### src/rtl/lpmul_seq.sv
// Sequential packed-lane multiplier: one shared 8x8 lane multiplier (lpmul) is
// stepped across NLANES lanes, one lane per cycle, behind a valid/ready handshake.

module lpmul (
    input  logic [7:0]  a,
    input  logic [7:0]  b,
    input  logic        sign,
    input  logic        sat,
    output logic [15:0] mul_res
);

    logic [15:0]        prod_u_s;
    logic signed [15:0] prod_s_s;

    // Lane product with optional signed / saturating interpretation
    always_comb begin
        prod_u_s = {8'd0, a} * {8'd0, b};
        prod_s_s = $signed({{8{a[7]}}, a}) * $signed({{8{b[7]}}, b});
        mul_res  = prod_u_s;
        case ({sign, sat})
            2'b00: mul_res = prod_u_s;
            2'b10: mul_res = prod_s_s;
            2'b01: begin
                if (prod_u_s > 16'd255) begin
                    mul_res = 16'h00FF;
                end else begin
                    mul_res = prod_u_s;
                end
            end
            2'b11: begin
                if (prod_s_s > 16'sd127) begin
                    mul_res = 16'h007F;
                end else if (prod_s_s < -16'sd128) begin
                    mul_res = 16'hFF80;
                end else begin
                    mul_res = prod_s_s;
                end
            end
            default: mul_res = prod_u_s;
        endcase
    end

endmodule

module lpmul_seq #(
    parameter int NLANES = 4
) (
    input  logic                  clk,
    input  logic                  rst,
    input  logic                  in_valid,
    output logic                  in_ready,
    input  logic [NLANES*8-1:0]   opA,
    input  logic [NLANES*8-1:0]   opB,
    input  logic                  sign,
    input  logic                  sat,
    output logic                  out_valid,
    input  logic                  out_ready,
    output logic [NLANES*16-1:0]  out_res,
    output logic                  busy
);

    localparam int CW = (NLANES > 1) ? $clog2(NLANES) : 1;
    localparam logic [CW-1:0] LAST_LANE = CW'(NLANES - 1);

    typedef enum logic [1:0] {
        IDLE = 2'd0,
        RUN  = 2'd1,
        DONE = 2'd2
    } state_t;

    state_t                 state_r;
    logic [CW-1:0]          cnt_r;
    logic [NLANES*8-1:0]    a_r;
    logic [NLANES*8-1:0]    b_r;
    logic                   sign_r;
    logic                   sat_r;
    logic [NLANES*16-1:0]   res_r;
    logic                   in_ready_r;
    logic                   out_valid_r;
    logic                   busy_r;
    logic [7:0]             lane_a_s;
    logic [7:0]             lane_b_s;
    logic [15:0]            mul_res_s;

    assign lane_a_s = a_r[8*cnt_r +: 8];
    assign lane_b_s = b_r[8*cnt_r +: 8];

    lpmul u_lpmul (
        .a       (lane_a_s),
        .b       (lane_b_s),
        .sign    (sign_r),
        .sat     (sat_r),
        .mul_res (mul_res_s)
    );

    // Sequencer: capture, step one lane per cycle, hold result until taken
    always_ff @(posedge clk) begin
        if (rst) begin
            state_r     <= IDLE;
            cnt_r       <= '0;
            a_r         <= '0;
            b_r         <= '0;
            sign_r      <= 1'b0;
            sat_r       <= 1'b0;
            res_r       <= '0;
            in_ready_r  <= 1'b1;
            out_valid_r <= 1'b0;
            busy_r      <= 1'b0;
        end else begin
            case (state_r)
                IDLE: begin
                    if (in_valid) begin
                        a_r        <= opA;
                        b_r        <= opB;
                        sign_r     <= sign;
                        sat_r      <= sat;
                        cnt_r      <= '0;
                        state_r    <= RUN;
                        in_ready_r <= 1'b0;
                        busy_r     <= 1'b1;
                    end
                end
                RUN: begin
                    res_r[16*cnt_r +: 16] <= mul_res_s;
                    if (cnt_r == LAST_LANE) begin
                        state_r     <= DONE;
                        out_valid_r <= 1'b1;
                    end else begin
                        cnt_r <= cnt_r + CW'(1);
                    end
                end
                DONE: begin
                    // Accepting here is deliberately blocked; IDLE re-opens next cycle
                    if (out_ready) begin
                        state_r     <= IDLE;
                        out_valid_r <= 1'b0;
                        in_ready_r  <= 1'b1;
                        busy_r      <= 1'b0;
                    end
                end
                default: begin
                    state_r     <= IDLE;
                    cnt_r       <= '0;
                    in_ready_r  <= 1'b1;
                    out_valid_r <= 1'b0;
                    busy_r      <= 1'b0;
                end
            endcase
        end
    end

    assign in_ready  = in_ready_r;
    assign out_valid = out_valid_r;
    assign busy      = busy_r;
    assign out_res   = res_r;

endmodule
### config.mk
export PLATFORM = sky130hd
export DESIGN_NAME = lpmul_seq
export DESIGN_NICKNAME = d
export VERILOG_FILES = /design/src/rtl/lpmul_seq.sv
export SDC_FILE = /design/constraint.sdc
export NUM_CORES = 1
export LEC_CHECK = 0
export CORE_MARGIN = 10
export CORE_UTILIZATION = 61
export DETAILED_ROUTE_END_ITERATION = 16
export PLACE_DENSITY = 0.87
export RECOVER_POWER = 50
export SYNTH_ARGS = -nofsm -noshare
export SYNTH_HDL_FRONTEND = slang
export SYNTH_HIERARCHICAL = 1
export SYNTH_SLANG_ARGS = --single-unit
### constraint.sdc
create_clock -name clk -period 12 [get_ports clk]
set_input_delay 3 -clock clk [delete_from_list [all_inputs] [get_ports clk]]
set_output_delay 3 -clock clk [all_outputs]
set_load 0.01 [all_outputs]
After elaboration in Yosys (flattened, before gate mapping)
Cells that the tools add are included.
Storage, ports and cells
  bits in registers: 137
  bits of input ports: 70
  output and inout port bits: 67
  logic and storage cells: 61
Cells by class
  $add $sub $neg: 2
  multipliers: 2
  order comparisons: 3
  equality and inequality tests: 10
  shifts and indexed selects: 4
  mux-type cells: 20
  bitwise operators: 3
  reduce and logical (&&, ||, !) cells: 7
Operators by type and width (number)
  $bwmux W64: 1
  $pmux W16 S4: 1
  $shift A16 B34 Y64 const A: 1
  $shiftx A16 B34 Y64: 1
  $shiftx A32 B6 Y8: 2
  $mux W16: 3
  $neg A6 Y34: 1
  $gt A16 B8 Y1 const B: 2
  $mul A8 B8 Y16: 2
  $lt A16 B8 Y1 const B: 1
  $pmux W2 S3: 2
  $reduce_and A3 Y1: 4
  $mux W2: 5
  $pmux W1 S3: 3
  $eq A2 B2 Y1 const B: 4
  $ne A2 B2 Y1 const B: 4
  $mux W1: 5
  $eq A2 B1 Y1 const B: 2
  $logic_not A2 Y1: 2
  $not A1 Y1: 3
  $add A2 B1 Y2 const B: 1
  $reduce_and A2 Y1: 1

Logic depth before layout (Yosys ltp)
  depth in word-level cells: 8
  depth in mapped cells: 30
  gate-level depth less buffers: 26

Hierarchy
Netlist, hierarchy kept.
By module, submodules not included
  lpmul_seq: times used 1, cells each 557, area each 5375.2 um2, sequential area each 2742.6 um2
  lpmul: times used 1, cells each 567, area each 4755.8 um2, sequential area each 0.0 um2

Worst setup path before layout
OpenSTA, ideal clock, no wires.
  path kind: reg2reg
  start point: reg cnt_r[0]
  end point: reg res_r[0], in the netlist out_res[0]
  library setup time: 0.117 ns
  arrival: 6.551 ns
  required time: 11.883 ns
  setup slack: 5.332 ns
  stages on the path, launching flop included: 28
  path buffers: 3
  period minus slack after synthesis: 6.668 ns
  cells stage by stage: dfxtp_1 -> buf_4 -> buf_6 -> mux4_2 -> nand2_1 -> fa_1 -> fa_1 -> inv_1 -> fa_1 -> inv_1 -> fa_1 -> inv_1 -> ha_1 -> or3_1 -> and2_4 -> o2111ai_1 -> and3_1 -> or2_1 -> buf_2 -> inv_2 -> nor3_1 -> nand3_1 -> ha_1 -> nand2_1 -> a21oi_1 -> o22ai_1 -> nor2b_1 -> a22o_1
On the way
  cells in the longest elaborated chain, start to end: 8
  elaborated cells on any way between the ends: 15
  those cells by class: 1 x add/sub; 2 x mul; 3 x order compare; 4 x shift; 5 x mux
Ends and longest elaborated chain
  from (decl): line 72  | logic [CW-1:0] cnt_r;
  from (signal assigned): line 129  | cnt_r <= cnt_r + CW'(1);
  $shiftx A32 B6 Y8 (*): line 85  | assign lane_a_s = a_r[8*cnt_r +: 8];
  via lane_a_s[7]: line 81  | logic [7:0] lane_a_s;
  $mul A8 B8 Y16: line 18  | prod_s_s = $signed({{8{a[7]}}, a}) * $signed({{8{b[7]}}, b});
  $lt A16 B8 Y1: line 33  | end else if (prod_s_s < -16'sd128) begin
  $mux W16: line 33
  $mux W16: line 31  | if (prod_s_s > 16'sd127) begin
  $pmux W16 S4 (*): line 20  | case ({sign, sat})
  via mul_res_s[0]: line 83  | logic [15:0] mul_res_s;
  $shiftx A16 B34 Y64 (*): line 124  | res_r[16*cnt_r +: 16] <= mul_res_s;
  $bwmux W64 (*): line 124
  to (signal, indexed assignment): line 124
  to (decl): line 77  | logic [NLANES*16-1:0] res_r;
The timed path passes the listed nets; every way through them passes the cells marked *.
A chain may end at the register's enable or synchronous reset.

Final worst setup path
  start point: reg cnt_r[1]
  end point: reg res_r[16], in the netlist out_res[16]
On the way
  cells in the longest elaborated chain, start to end: 8
  elaborated cells on any way between the ends: 15
  those cells by class: 1 x add/sub; 2 x mul; 3 x order compare; 4 x shift; 5 x mux
Ends and longest elaborated chain
  $shiftx A32 B6 Y8 (*): line 86  | assign lane_b_s = b_r[8*cnt_r +: 8];
  via lane_b_s[7]: line 82  | logic [7:0] lane_b_s;
  $mul A8 B8 Y16: line 18
  $lt A16 B8 Y1: line 33
  $mux W16: line 33
  $mux W16: line 31
  $pmux W16 S4 (*): line 20
  via mul_res_s[0]: line 83
  $shiftx A16 B34 Y64 (*): line 124
  $bwmux W64 (*): line 124
Marked as above.

==> out/summary.txt <==
===============================================================================================
Run status                                                                         finished, violations left
Failing checks                                                                     capacitance limit, slew limit
Max-capacitance violation count                                                               1
Largest net degree at the start of global routing                                           109
Fin cells                                                                                 1,458
Setup_tns                                                                                  0 ns
Area Overhead vs Synth                                                                    18.8%
Min cycle time layout                                                                   7.88 ns
Global-route track usage on met1                                                          32.7%
Total number of yosys warnings                                                                6
Final Hold Viols                                                                              0
Number of failing setup endpoints in the final timing report                                  0
Vias per inst                                                                              5.87
Initial Utilization                                                                       61.7%
Post-Synthesis Cells                                                                      1,124
Max FO, Critical Path                                                                        22
Initial antenna violation count                                                               0
Most instantiated library cell after synthesis                                     sky130_fd_sc_hd__nand2_1
Leading post-synthesis cells by instance count                                     179 x sky130_fd_sc_hd__nand2_1, 152 x sky130_fd_sc_hd__inv_1, 137 x sky130_fd_sc_hd__dfxtp_1, 109 x sky130_fd_sc_hd__a21oi_1, 85 x sky130_fd_sc_hd__fa_1
Antenna Diode Count                                                                           0
Post-route DRC violation count                                                                0
Total overflow reported by the global router                                                  0
Synth unique cells                                                                           78
Count of TritonRoute iterations in the first routing pass                                     5
Final #Nets                                                                               1,446
Power density cells                                                                 111 nW/um^2
Cell Count Post-Placement                                                                 1,427
Share of the cycle needed by the critical path after routing                              65.7%
Top cell type by total area after synthesis                                        sky130_fd_sc_hd__dfxtp_1
Number of buffer cells added on primary ports                                               136
Die Outline Area                                                                   22,200 sq um
Area fraction of the dominant cell type after synthesis                                   27.1%
Highest Clock Rate                                                                    0.127 GHz
Quantity of hold-fixing buffers added after cts                                               0
Root Buffer Master                                                                 sky130_fd_sc_hd__clkbuf_16
Placement Setup Slack                                                                   4.52 ns
Transition at the pin with the smallest max-transition slack                            4.69 ns
I/O pin count                                                                               137
Leakage power                                                                           5.33 nW
Worst min-delay path category                                                      register to register
Overall die width                                                                   149 microns
Summed instance area of the synthesized netlist                                    10,100 sq um
Delay contributed by the slowest stage of the critical path                             0.94 ns
EDFF count, synth                                                                             0
Clock sink count                                                                            137
Number of nets in the synthesized netlist                                                 1,344
Number of global-route vias before repair                                                 8,828
Final Skew                                                                            0.0153 ns
Number of fill cells                                                                      1,122
Share of the core filled with cells in the final layout                                   73.4%
Post-synthesis average cell area                                                     9.01 sq um
Die height                                                                          149 microns
Post-detailed-routing wire length                                                  27,800 microns
Met2 usage in global routing                                                              42.5%
Global Route Usage Sum                                                                    25.4%
Req. time, crit path                                                                   12.31 ns
Starting DRT DRC Count                                                                      701
Peak supply drop                                                                         107 uV
Routed wirelength normalized by instance count                                     19.1 microns
Slowest cell on crit path                                                          sky130_fd_sc_hd__dfxtp_1
Share of cells above drive strength 1                                                     5.49%
Post-route setup slack                                                                  4.12 ns
Final count of pins violating max slew                                                      109
Placed wire-length estimate                                                        20,600 microns
Arrival time worst endpoint                                                             8.19 ns
Inserted Clock Buffers                                                                       17
Number of H-tree levels                                                                       4
Asr flop ratio synth                                                                         0%
Number of setup buffers added after CTS                                                       0
Antenna-violating nets left                                                                   0
Worst Setup Path Type                                                              register to register
Crit start category                                                                    register
Deepest clock path buffer count                                                               2
RSZ-0062 raised after global routing                                                         no
Core ar.                                                                           16,400 sq um
Met3 track demand over resource                                                           5.13%
Worst setup EP type                                                                    register
Number of flip-flops and latches in the synthesized netlist                                 137
Clk_lat worst skew                                                                      0.43 ns
Peak-usage layer in the global routing report                                              met2
Cell types with the largest area share after synthesis                             sky130_fd_sc_hd__dfxtp_1 27%, sky130_fd_sc_hd__fa_1 17%, sky130_fd_sc_hd__ha_1 8.0%
Most used DFF post-synth                                                           sky130_fd_sc_hd__dfxtp_1
Register area share after synthesis                                                       27.1%
Number of vias after detailed routing                                                     8,565
Placement row count                                                                          47
Gp weighted congestion                                                                    0.969
Clock tree from TritonCTS                                                                  done
Post-CTS resize count                                                                         0
Global-route wire length before repair                                             46,000 microns
Clock input transition at the sequential cells of the worst setup and hold paths        0.06 ns
Headroom to the max-slew limit                                                            -213%
===============================================================================================
==> per-layer routing <==
layer	part of all wire [%]	routed length, microns
met1	42	11600
met2	49	13600
met3	7.2	2010
met4	2.2	608
met5	0	0
==> layout by cell type, fill, tap and decap left out, types with 9 or more instances in the layout <==
cell type	n
sky130_fd_sc_hd__clkbuf_16	17
sky130_fd_sc_hd__nor3_1	9
sky130_fd_sc_hd__and2_1	46
sky130_fd_sc_hd__ha_1	65
sky130_fd_sc_hd__nand2_1	179
sky130_fd_sc_hd__a21oi_1	109
sky130_fd_sc_hd__fa_1	85
sky130_fd_sc_hd__nand3_1	23
sky130_fd_sc_hd__dfxtp_1	137
sky130_fd_sc_hd__clkdlybuf4s50_1	95
sky130_fd_sc_hd__xnor2_1	15
sky130_fd_sc_hd__mux4_2	16
sky130_fd_sc_hd__nor2_1	27
sky130_fd_sc_hd__dlygate4sd3_1	40
sky130_fd_sc_hd__o22ai_1	9
sky130_fd_sc_hd__a22o_1	50
sky130_fd_sc_hd__nor2b_1	20
sky130_fd_sc_hd__inv_1	152
==> state kept, by name, summed over array words and instances (netlist names) <==
signal / flops
out_res: 64
a_r: 32
b_r: 32
busy: 1
state_r: 2
in_ready: 1
out_valid: 1
sat_r: 1
cnt_r: 2
sign_r: 1
==> through the flow <==
step / power [W] / hold WS, ns / instance area [sq um]
finish: 0.00134 / 0.452 / 12000
global route: 0.00139 / 0.473 / 12000
CTS: 0.00133 / 0.454 / 12000
detailed placement: 0.000774 / 0.446 / 11400
global placement: 0.000766 / 0.438 / 11400
floorplan: 0.000697 / 0.432 / 10100
==> where the power goes <==
group / internal [W] / switching, W
Combinational: 0.000119 / 0.000168
Sequential: 0.000471 / 0.0000129
Clock: 0.000350 / 0.000216
==> path summary, 6_finish.rpt <==
kind                             from                        to  slack (ns)  cells after the start
min reg2reg  out_res[53]$_SDFFE_PP0P_  out_res[53]$_SDFFE_PP0P_        0.45                      2
min          out_res[53]$_SDFFE_PP0P_  out_res[53]$_SDFFE_PP0P_        0.45                      2
max reg2reg     cnt_r[1]$_SDFFE_PP0P_  out_res[16]$_SDFFE_PP0P_        4.12                     26
max             cnt_r[1]$_SDFFE_PP0P_  out_res[16]$_SDFFE_PP0P_        4.12                     26
==> cell type report <==
class | count | area (sq um) | area share [%]
multi-input combinational | 778 | 6450 | 53.6
sequential | 137 | 2740 | 22.8
timing repair buffer | 138 | 1370 | 11.4
inverter | 154 | 578 | 4.80
clock buffer | 18 | 429 | 3.56
tap | 220 | 275 | 2.29
clock inverter | 13 | 194 | 1.61
==> cell families after synthesis <==
kind of cell    after synthesis  synth area share, %
fa+ha+maj                   150                 24.8
flops                       137                 27.1
buf+inv                     209                 9.31
mux                          17                 3.67
compound gates              247                 16.8
simple gates                341                 16.4
xor+xnor                     23                 1.99
==> worst max-delay path, delay by kind of cell, from the launching register on <==
kind / cells / cell delay (ns)
AO/OA/AOI/OAI: 4 / 1.06
adder cells (fa/ha/maj): 6 / 2.84
multiplexers: 1 / 0.52
AND/OR/NAND/NOR: 9 / 1.85
buffers and inverters: 6 / 0.52
flip-flops: 1 / 0.94
Power figures use the tool's default switching activity.
